--- config.mk ---
export PLATFORM = sky130hd
export DESIGN_NAME = adder_arbiter
export DESIGN_NICKNAME = d
export VERILOG_FILES = /design/src/rtl/adder_arb_pkg.sv /design/src/rtl/adder_arbiter_adder.sv /design/src/rtl/adder_arbiter_rr_pick.sv /design/src/rtl/adder_arbiter.sv
export SDC_FILE = /design/constraint.sdc
export NUM_CORES = 1
export LEC_CHECK = 0
export ABC_AREA = 1
export CAP_MARGIN = 20
export CORE_MARGIN = 3
export CORE_UTILIZATION = 47
export CTS_BUF_LIST = sky130_fd_sc_hd__clkbuf_4 sky130_fd_sc_hd__clkbuf_8
export CTS_CLUSTER_SIZE = 40
export DETAILED_ROUTE_END_ITERATION = 10
export PLACE_DENSITY = 0.89
export SKIP_LAST_GASP = 1
export SLEW_MARGIN = 20
export SYNTH_ARGS = -nofsm -noshare
export SYNTH_HDL_FRONTEND = slang
export SYNTH_SLANG_ARGS = --single-unit
--- constraint.sdc ---
create_clock -name clk -period 14.2 [get_ports clk]
set_input_delay 2.84 -clock clk [delete_from_list [all_inputs] [get_ports clk]]
set_output_delay 2.84 -clock clk [all_outputs]
set_load 0.1 [all_outputs]
--- src/rtl/adder_arb_pkg.sv ---
// adder_arb_pkg: shared types and widths for the shared-adder arbiter.
package adder_arb_pkg;
    typedef enum logic [1:0] {IDLE, LO, HI} arb_state_t;
    localparam int DEF_NREQ = 4;
    localparam int OPW = 32;
    localparam int HALFW = 16;
endpackage

--- src/rtl/adder_arbiter_adder.sv ---
// Adder_16bit: 16-bit ripple-carry adder shared by all requesters.
import adder_arb_pkg::*;
module Adder_16bit (
    input  logic [HALFW-1:0] A,
    input  logic [HALFW-1:0] B,
    input  logic             Cin,
    output logic [HALFW-1:0] S,
    output logic             Cout
);
    logic [HALFW:0] c;
    assign c[0] = Cin;
    for (genvar i = 0; i < HALFW; i++) begin : g_fa
        assign S[i]   = A[i] ^ B[i] ^ c[i];
        assign c[i+1] = (A[i] & B[i]) | (c[i] & (A[i] ^ B[i]));
    end
    assign Cout = c[HALFW];
endmodule

--- src/rtl/adder_arbiter_rr_pick.sv ---
// rr_pick: combinational round-robin picker, first set bit at or above ptr with wrap.
import adder_arb_pkg::*;
module rr_pick #(
    parameter int NREQ = DEF_NREQ,
    parameter int IDW  = $clog2(NREQ)
) (
    input  logic [NREQ-1:0] req,
    input  logic [IDW-1:0]  ptr,
    output logic [NREQ-1:0] gnt_onehot,
    output logic [IDW-1:0]  gnt_idx,
    output logic            any
);
    logic [NREQ-1:0] mask;
    logic [NREQ-1:0] pool;
    always_comb begin
        mask = req & ~((NREQ'(1) << ptr) - NREQ'(1));
        pool = |mask ? mask : req;
        gnt_idx = '0;
        for (int j = NREQ - 1; j >= 0; j--)
            if (pool[j]) gnt_idx = IDW'(j);
    end
    assign any = |req;
    assign gnt_onehot = any ? (NREQ'(1) << gnt_idx) : '0;
endmodule

--- src/rtl/adder_arbiter.sv ---
// adder_arbiter: round-robin sharing of one 16-bit adder; wide adds take two passes
// with the carry chained through carry_q.
import adder_arb_pkg::*;
module adder_arbiter #(
    parameter int NREQ = DEF_NREQ,
    parameter int IDW  = $clog2(NREQ)
) (
    input  logic              clk,
    input  logic              rst_n,
    input  logic [NREQ-1:0]   req_valid,
    output logic [NREQ-1:0]   req_ready,
    input  logic [NREQ-1:0]   req_wide,
    input  logic [NREQ*32-1:0] req_a,
    input  logic [NREQ*32-1:0] req_b,
    input  logic [NREQ-1:0]   req_cin,
    output logic              rsp_valid,
    output logic [IDW-1:0]    rsp_id,
    output logic [31:0]       rsp_sum,
    output logic              rsp_cout,
    output logic              rsp_wide
);
    arb_state_t       state;
    logic [IDW-1:0]   ptr;
    logic [OPW-1:0]   op_a, op_b, sel_a, sel_b;
    logic             op_cin, op_wide, sel_cin, sel_wide;
    logic [IDW-1:0]   op_id;
    logic [HALFW-1:0] sum_lo, add_a, add_b, add_s;
    logic             carry_q, add_cin, add_cout;
    logic [NREQ-1:0]  gnt_onehot;
    logic [IDW-1:0]   gnt_idx;
    logic             any;

    rr_pick #(.NREQ(NREQ), .IDW(IDW)) u_pick (
        .req(req_valid), .ptr(ptr), .gnt_onehot(gnt_onehot), .gnt_idx(gnt_idx), .any(any)
    );

    assign req_ready = (state == IDLE && rst_n) ? gnt_onehot : '0;

    always_comb begin
        sel_a = '0;
        sel_b = '0;
        sel_cin = 1'b0;
        sel_wide = 1'b0;
        for (int j = 0; j < NREQ; j++)
            if (gnt_idx == IDW'(j)) begin
                sel_a = req_a[OPW*j +: OPW];
                sel_b = req_b[OPW*j +: OPW];
                sel_cin = req_cin[j];
                sel_wide = req_wide[j];
            end
    end

    // The single adder sees the low halves in LO and the high halves plus chained carry in HI.
    assign add_a   = state == HI ? op_a[OPW-1:HALFW] : op_a[HALFW-1:0];
    assign add_b   = state == HI ? op_b[OPW-1:HALFW] : op_b[HALFW-1:0];
    assign add_cin = state == HI ? carry_q : op_cin;

    Adder_16bit u_add (.A(add_a), .B(add_b), .Cin(add_cin), .S(add_s), .Cout(add_cout));

    always_ff @(posedge clk) begin
        if (!rst_n) begin
            state     <= IDLE;
            ptr       <= '0;
            op_a      <= '0;
            op_b      <= '0;
            op_cin    <= 1'b0;
            op_wide   <= 1'b0;
            op_id     <= '0;
            sum_lo    <= '0;
            carry_q   <= 1'b0;
            rsp_valid <= 1'b0;
            rsp_id    <= '0;
            rsp_sum   <= '0;
            rsp_cout  <= 1'b0;
            rsp_wide  <= 1'b0;
        end else begin
            rsp_valid <= 1'b0;
            case (state)
                IDLE: if (any) begin
                    op_a    <= sel_a;
                    op_b    <= sel_b;
                    op_cin  <= sel_cin;
                    op_wide <= sel_wide;
                    op_id   <= gnt_idx;
                    ptr     <= gnt_idx == IDW'(NREQ - 1) ? '0 : gnt_idx + IDW'(1);
                    state   <= LO;
                end
                LO: if (op_wide) begin
                    sum_lo  <= add_s;
                    carry_q <= add_cout;
                    state   <= HI;
                end else begin
                    rsp_valid <= 1'b1;
                    rsp_sum   <= {HALFW'(0), add_s};
                    rsp_cout  <= add_cout;
                    rsp_id    <= op_id;
                    rsp_wide  <= op_wide;
                    state     <= IDLE;
                end
                HI: begin
                    rsp_valid <= 1'b1;
                    rsp_sum   <= {add_s, sum_lo};
                    rsp_cout  <= add_cout;
                    rsp_id    <= op_id;
                    rsp_wide  <= op_wide;
                    state     <= IDLE;
                end
                default: state <= IDLE;
            endcase
        end
    end
endmodule

==> flow_metrics.env, run 1 <==
export IMPL_period_share_pct=72.1
export IMPL_slew_viol_final=0
export IMPL_grt_pass1_vias=7792
export IMPL_rows=44
export IMPL_cts_made_buffers=17
export IMPL_synth_top_area_cell="dfxtp_1"
export IMPL_clk_path_buf_depth=2
export IMPL_netlist_instances=993
export IMPL_dp_hpwl_um=18900
export IMPL_cts_root_buffer="clkbuf_8"
export IMPL_synthArstFlopShare_pct=0
export IMPL_power_internal_mw=0.794
export IMPL_place_gp_congestion=0.919
export IMPL_maxCapViolCount=0
export IMPL_relSlewSlack_pct=32.6
export IMPL_portBuffers=310
export IMPL_grt_setup_unrepaired="no"
export IMPL_drc=0
export IMPL_post_cts_setup_buffer_count=0
export IMPL_yosysSeqAreaShare_pct=35.5
export IMPL_worstPathMaxFanout=67
export IMPL_pwr_share_comb_pct=44.8
export IMPL_ys_seq_elements=126
export IMPL_wirelength_um=25900
export IMPL_clkTransAtPathRegs_ns=0.08
export IMPL_max_freq_ghz=0.0976
export IMPL_final_min_clock_period_ns=10.24
export IMPL_ctsResizeCount=0
export IMPL_start_util_pct=48.5
export IMPL_avgSynthCellArea_um2=7.15
export IMPL_path_class="input port to primary output"
export IMPL_yosysMostFrequentCell="a21oi_1"
export IMPL_grt_ovfl_total=0
export IMPL_vias_per_cell=5.69
export IMPL_synth_nets=1286
export IMPL_fill_cells=1204
export IMPL_yosysWarnings=0
export IMPL_power_leakage_nw=3.97
export IMPL_nets=1535
export IMPL_areaGrowthSynthToFinish_pct=47.7
export IMPL_synth_area_leaders="dfxtp_1 36%, a21oi_1 16%, nand2_1 11%"
export IMPL_netlist_area_leader_share_pct=35.5
export IMPL_power_mw=1.37
export IMPL_setup_violations=0
export IMPL_p_switching_mw=0.574
export IMPL_finalSetupTns_ns=0
export IMPL_core_area_um2=14600
export IMPL_power_density_nw_per_um2=130
export IMPL_htreeDepth=4
export IMPL_num_vias=8193
export IMPL_synth_cells_most_frequent="233 x a21oi_1, 216 x nand2_1, 126 x dfxtp_1, 100 x o21ai_0, 66 x o211ai_1"
export IMPL_post_drt_wl_per_cell_um=18.0
export IMPL_cts_tree="built"
export IMPL_hold_viol=0
export IMPL_syn_cell_area_um2=7100
export IMPL_drtPass1Iterations=7
export IMPL_post_place_ws_ns=4.31
export IMPL_min_from="rsp_sum[19]$_SDFFE_PN0P_"
export IMPL_outcome="finished, final reports clean"
export IMPL_die_width_um=129
export IMPL_ys_types=27
export IMPL_swShare_pct=42.0
export IMPL_critPathLaunch="req_valid[1]"
export IMPL_antenna_found_initial=0
export IMPL_drtIter0Drc=629
export IMPL_arrival_ns=7.40
export IMPL_synth_main_ff_cell="dfxtp_1"
export IMPL_r2r_start="state[0]$_SDFFE_PN0P_"
export IMPL_die_y_um=129
export IMPL_peakVddDrop_uv=67.7
export IMPL_grt_usage_pct=30.1
export IMPL_fin_skew_ns=0.0139
export IMPL_io_pins=311
export IMPL_clock_sinks=126
export IMPL_worst_slew_pin_slew_ns=1.01
export IMPL_dieArea_um2=16600
export IMPL_clock_latency_ns=0.45
export IMPL_grt_pass1_wl_um=39700
export IMPL_synth_edf_count=0
export IMPL_fin_ws_ns=3.96
export IMPL_clkPwrFrac_pct=22.7
export IMPL_hold_class="register to register"
export IMPL_cp_start_kind="input port"
export IMPL_endpoint_kind="primary output"
export IMPL_required_ns=11.36
export IMPL_drive_gt1_share_pct=4.62
export IMPL_seq_power_share_pct=32.5
export IMPL_postRouteAntennaNets=0
export IMPL_cts_hold_buf=0
export IMPL_grt_max_degree=110
## state kept, by name, summed over array words and instances (netlist names)
name,count
sum_lo,16
op_a,32
rsp_wide,1
op_id,2
rsp_valid,1
ptr,2
rsp_sum,32
op_cin,1
op_b,32
rsp_id,2
rsp_cout,1
op_wide,1
state,2
carry_q,1
## final cells by class
class | count | area (um2) | share of cell area, %
multi-input combinational | 749 | 4080 | 38.9
timing repair buffer | 317 | 3150 | 30.0
sequential | 126 | 2520 | 24.0
clock buffer | 17 | 234 | 2.23
tap | 184 | 230 | 2.19
clock inverter | 15 | 159 | 1.51
inverter | 31 | 118 | 1.12
antenna | 1 | 2.50 | 0.0238
## worst paths after layout
| kind | end | cells after the start | slack, ns |
|---|---|---|---|
| worst max-delay path | req_ready[3] | 12 | 3.96 |
| worst min-delay path | rsp_sum[19]$_SDFFE_PN0P_ | 2 | 0.46 |
| worst max register to register | rsp_sum[31]$_SDFFE_PN0P_ | 28 | 5.24 |
| worst min register to register | rsp_sum[19]$_SDFFE_PN0P_ | 2 | 0.46 |
## power groups by stage
stage | combinational (mW) | sequential, mW | clock, mW
after floorplan | 0.338 | 0.518 | 0
after global placement | 0.593 | 0.451 | 0
after detailed placement | 0.606 | 0.452 | 0
after CTS | 0.612 | 0.444 | 0.312
after global routing | 0.670 | 0.451 | 0.328
final | 0.613 | 0.445 | 0.310
## worst max-delay path, stage by stage
cell             delay (ns)
clkdlybuf4s50_1        0.48
inv_1                  0.07
nor2_1                 0.16
nor2_1                 0.07
a21boi_0               0.24
nand2_1                0.19
inv_1                  0.13
ha_2                   0.16
buf_4                  0.54
clkinv_2               0.89
nor3_1                 0.39
clkdlybuf4s50_1        1.18
## logic make-up (layout without fill, tap and decap cells)
logic type               after synthesis  in the layout  share of synthesized area [%]
AO/OA/AOI/OAI                        423            423                           32.3
adder cells (fa/ha/maj)               23             23                           5.74
buffers and inverters                118            380                           7.54
flip-flops                           126            126                           35.5
multiplexers                          26             26                           3.66
other                                  0              1                              0
AND/OR/NAND/NOR                      277            277                           15.2
## cells in the final DEF (no fill, tap or decap), drive strengths merged
cell,instances
a21boi,1
a21oi,233
a31oi,10
buf,8
bufinv,2
clkbuf,17
clkdlybuf4s50,309
clkinv,7
clkinvlp,3
dfxtp,126
diode,1
fa,16
ha,7
inv,34
mux2i,26
nand2,217
nand3,12
nand4,1
nor2,37
nor3,3
o211ai,66
o21ai,113
or2,7
## metal layers
layer	share of wire [%]	up-vias	global-route usage, %	wire length (um)
met2	51	374	52.2	13200
met4	2.4	0	9.26	610
li1	-	3937	-	-
met5	0	-	0	0
met1	40	3826	37.3	10300
met3	6.8	56	6.68	1770
## stage by stage
step | hold WS (ns) | cells | utilization [%] | cell area (um2)
6_report | 0.465 | 1440 | 71.7 | 10500
5_1_grt | 0.481 | 1439 | 71.6 | 10500
4_1_cts | 0.463 | 1439 | 71.6 | 10500
3_5_place_dp | 0.453 | 1407 | 68.9 | 10100
3_3_place_gp | 0.450 | 1407 | 68.9 | 10100
2_1_floorplan | 0.444 | 993 | - | 7100
Power figures use the tool's default switching activity.
==> run 2, diff against run 1 <==
--- a/config.mk
+++ b/config.mk
@@ -8,11 +8,11 @@
 export ABC_AREA = 1
 export CAP_MARGIN = 20
 export CORE_MARGIN = 3
-export CORE_UTILIZATION = 47
+export CORE_UTILIZATION = 40
 export CTS_BUF_LIST = sky130_fd_sc_hd__clkbuf_4 sky130_fd_sc_hd__clkbuf_8
 export CTS_CLUSTER_SIZE = 40
 export DETAILED_ROUTE_END_ITERATION = 10
-export PLACE_DENSITY = 0.89
+export PLACE_DENSITY = 0.81
 export SKIP_LAST_GASP = 1
 export SLEW_MARGIN = 20
 export SYNTH_ARGS = -nofsm -noshare
==> constraint.sdc (replaced) <==
create_clock -name clk -period 9.05 [get_ports clk]
set_input_delay 1.81 -clock clk [delete_from_list [all_inputs] [get_ports clk]]
set_output_delay 1.81 -clock clk [all_outputs]
set_load 0.1 [all_outputs]
==> run 2 against run 1 <==
Against the previous run: utilization down 11 points; combinational power increased by 57%; largest cell class unchanged; sequential share of layout area is 0.24 points lower.
==> flow_metrics.env, run 2 (synthesis results as in run 1) <==
export IMPL_post_cts_setup_buffer_count=0
export IMPL_start_util_pct=40.9
export IMPL_holdWs_ns=0.465
export IMPL_place_gp_congestion=0.857
export IMPL_areaGrowthSynthToFinish_pct=49.2
export IMPL_clk_path_buf_depth=2
export IMPL_nets=1538
export IMPL_layout_commonest_cell="clkdlybuf4s50_1"
export IMPL_slowest_stage="fa_1"
export IMPL_endpoint_kind="register"
export IMPL_final_min_clock_period_ns=8.46
export IMPL_setup_violations=0
export IMPL_clkTransAtPathRegs_ns=0.08
export IMPL_die_y_um=139
export IMPL_path_class="register to register"
export IMPL_cpPeakStageDelay_ns=0.50
export IMPL_power_mw=2.19
export IMPL_die_width_um=139
export IMPL_clock_latency_ns=0.44
export IMPL_finalSetupTns_ns=0
export IMPL_grt_usage_pct=25.5
export IMPL_power_density_nw_per_um2=206
export IMPL_clock_sinks=126
export IMPL_cts_root_buffer="clkbuf_8"
export IMPL_required_ns=9.36
export IMPL_grt_ovfl_total=0
export IMPL_dieArea_um2=19400
export IMPL_cp_start_kind="register"
export IMPL_hold_viol=0
export IMPL_ctsResizeCount=0
export IMPL_core_area_um2=17400
export IMPL_grt_pass1_vias=7619
export IMPL_num_vias=7940
export IMPL_power_leakage_nw=4.00
export IMPL_cpMostUsedCell="fa_1"
export IMPL_arrival_ns=8.76
export IMPL_peakVddDrop_uv=169
export IMPL_reg_top3="op_a: 32 flops, op_b: 32 flops, rsp_sum: 32 flops"
export IMPL_rows=48
export IMPL_io_pins=311
export IMPL_portBuffers=310
export IMPL_cts_made_buffers=17
export IMPL_final_cell_mix="309 x clkdlybuf4s50_1, 233 x a21oi_1, 215 x nand2_1, 126 x dfxtp_1, 100 x o21ai_0"
export IMPL_cts_hold_buf=0
export IMPL_fin_skew_ns=0.0148
export IMPL_max_freq_ghz=0.118
export IMPL_htreeDepth=4
export IMPL_worst_slew_pin_slew_ns=1.05
export IMPL_maxCapViolCount=0
export IMPL_drtIter0Drc=647
export IMPL_wirelength_um=26000
export IMPL_antenna_found_initial=1
export IMPL_grt_pass1_wl_um=39900
export IMPL_outcome="finished, final reports clean"
export IMPL_vias_per_cell=5.35
export IMPL_period_share_pct=93.5
export IMPL_path_buf_inv=5
export IMPL_critical_path_top_delay_family="adder cells"
export IMPL_hold_class="register to register"
export IMPL_postRouteAntennaNets=0
export IMPL_dp_hpwl_um=19100
export IMPL_final_cells=1484
export IMPL_worstPathMaxFanout=23
export IMPL_drive_gt1_share_pct=4.85
export IMPL_drc=0
export IMPL_relSlewSlack_pct=29.7
export IMPL_post_drt_wl_per_cell_um=17.5
export IMPL_drtPass1Iterations=5
export IMPL_grt_setup_unrepaired="no"
export IMPL_cts_tree="built"
export IMPL_slew_viol_final=0
export IMPL_grt_max_degree=110
export IMPL_place_inst=1451
-- run 2: cell count changes in the layout (fill, tap and decap cells not counted), sizes merged --
cell,before,now
buf,8,11
bufinv,2,3
clkinvlp,3,2
clkinv,7,6
clkbuf,17,18
-- run 2: final cells by class --
class                   instances  area (um2)
inverters                      31         116
clock buffers                  18         248
fillers                      1543        6760
multi-input cells             749        4080
diodes                          1        2.50
repair buffers                320        3170
flip-flops and latches        126        2520
clock inverters                14         180
well taps                     225         282
-- run 2: worst paths after layout --
| kind | end | slack [ns] | depth (start not counted) | from |
|---|---|---|---|---|
| setup / recovery | rsp_sum[31]$_SDFFE_PN0P_ | 0.59 | 26 | state[0]$_SDFFE_PN0P_ |
| hold / removal | rsp_sum[28]$_SDFFE_PN0P_ | 0.47 | 2 | rsp_sum[28]$_SDFFE_PN0P_ |
| setup reg to reg | rsp_sum[31]$_SDFFE_PN0P_ | 0.59 | 26 | state[0]$_SDFFE_PN0P_ |
| hold reg to reg | rsp_sum[28]$_SDFFE_PN0P_ | 0.47 | 2 | rsp_sum[28]$_SDFFE_PN0P_ |
-- run 2: power breakdown --
group          internal (mW)  switching, mW
registers              0.642         0.0585
logic                  0.357          0.604
clock network          0.284          0.241
-- run 2: worst reg2reg max path, delay by kind of cell, from the launching register on --
kind / cells / cell delay, ns
AO/OA/AOI/OAI: 1 / 0.08
adder cells (fa/ha/maj): 17 / 7.16
buffers and inverters: 5 / 0.43
flip-flops: 1 / 0.33
AND/OR/NAND/NOR: 3 / 0.33
-- run 2: routing by layer --
layer,vias to the layer above,GRT usage [%],share of wire [%]
met2,306,43.8,49
met1,3651,32.8,43
li1,3943,-,-
met5,-,0,0
met3,40,4.85,6.0
met4,0,7.47,2.2
-- run 2: per-stage QoR --
step / area, um2 / utilization (%) / setup WS (ns)
detailed placement: 10200 / 58.6 / 0.603
floorplan: 7100 / - / 0.814
finish: 10600 / 61.1 / 0.592
CTS: 10600 / 61.1 / 0.562
global placement: 10200 / 58.6 / 0.777
global route: 10600 / 61.1 / 0.193
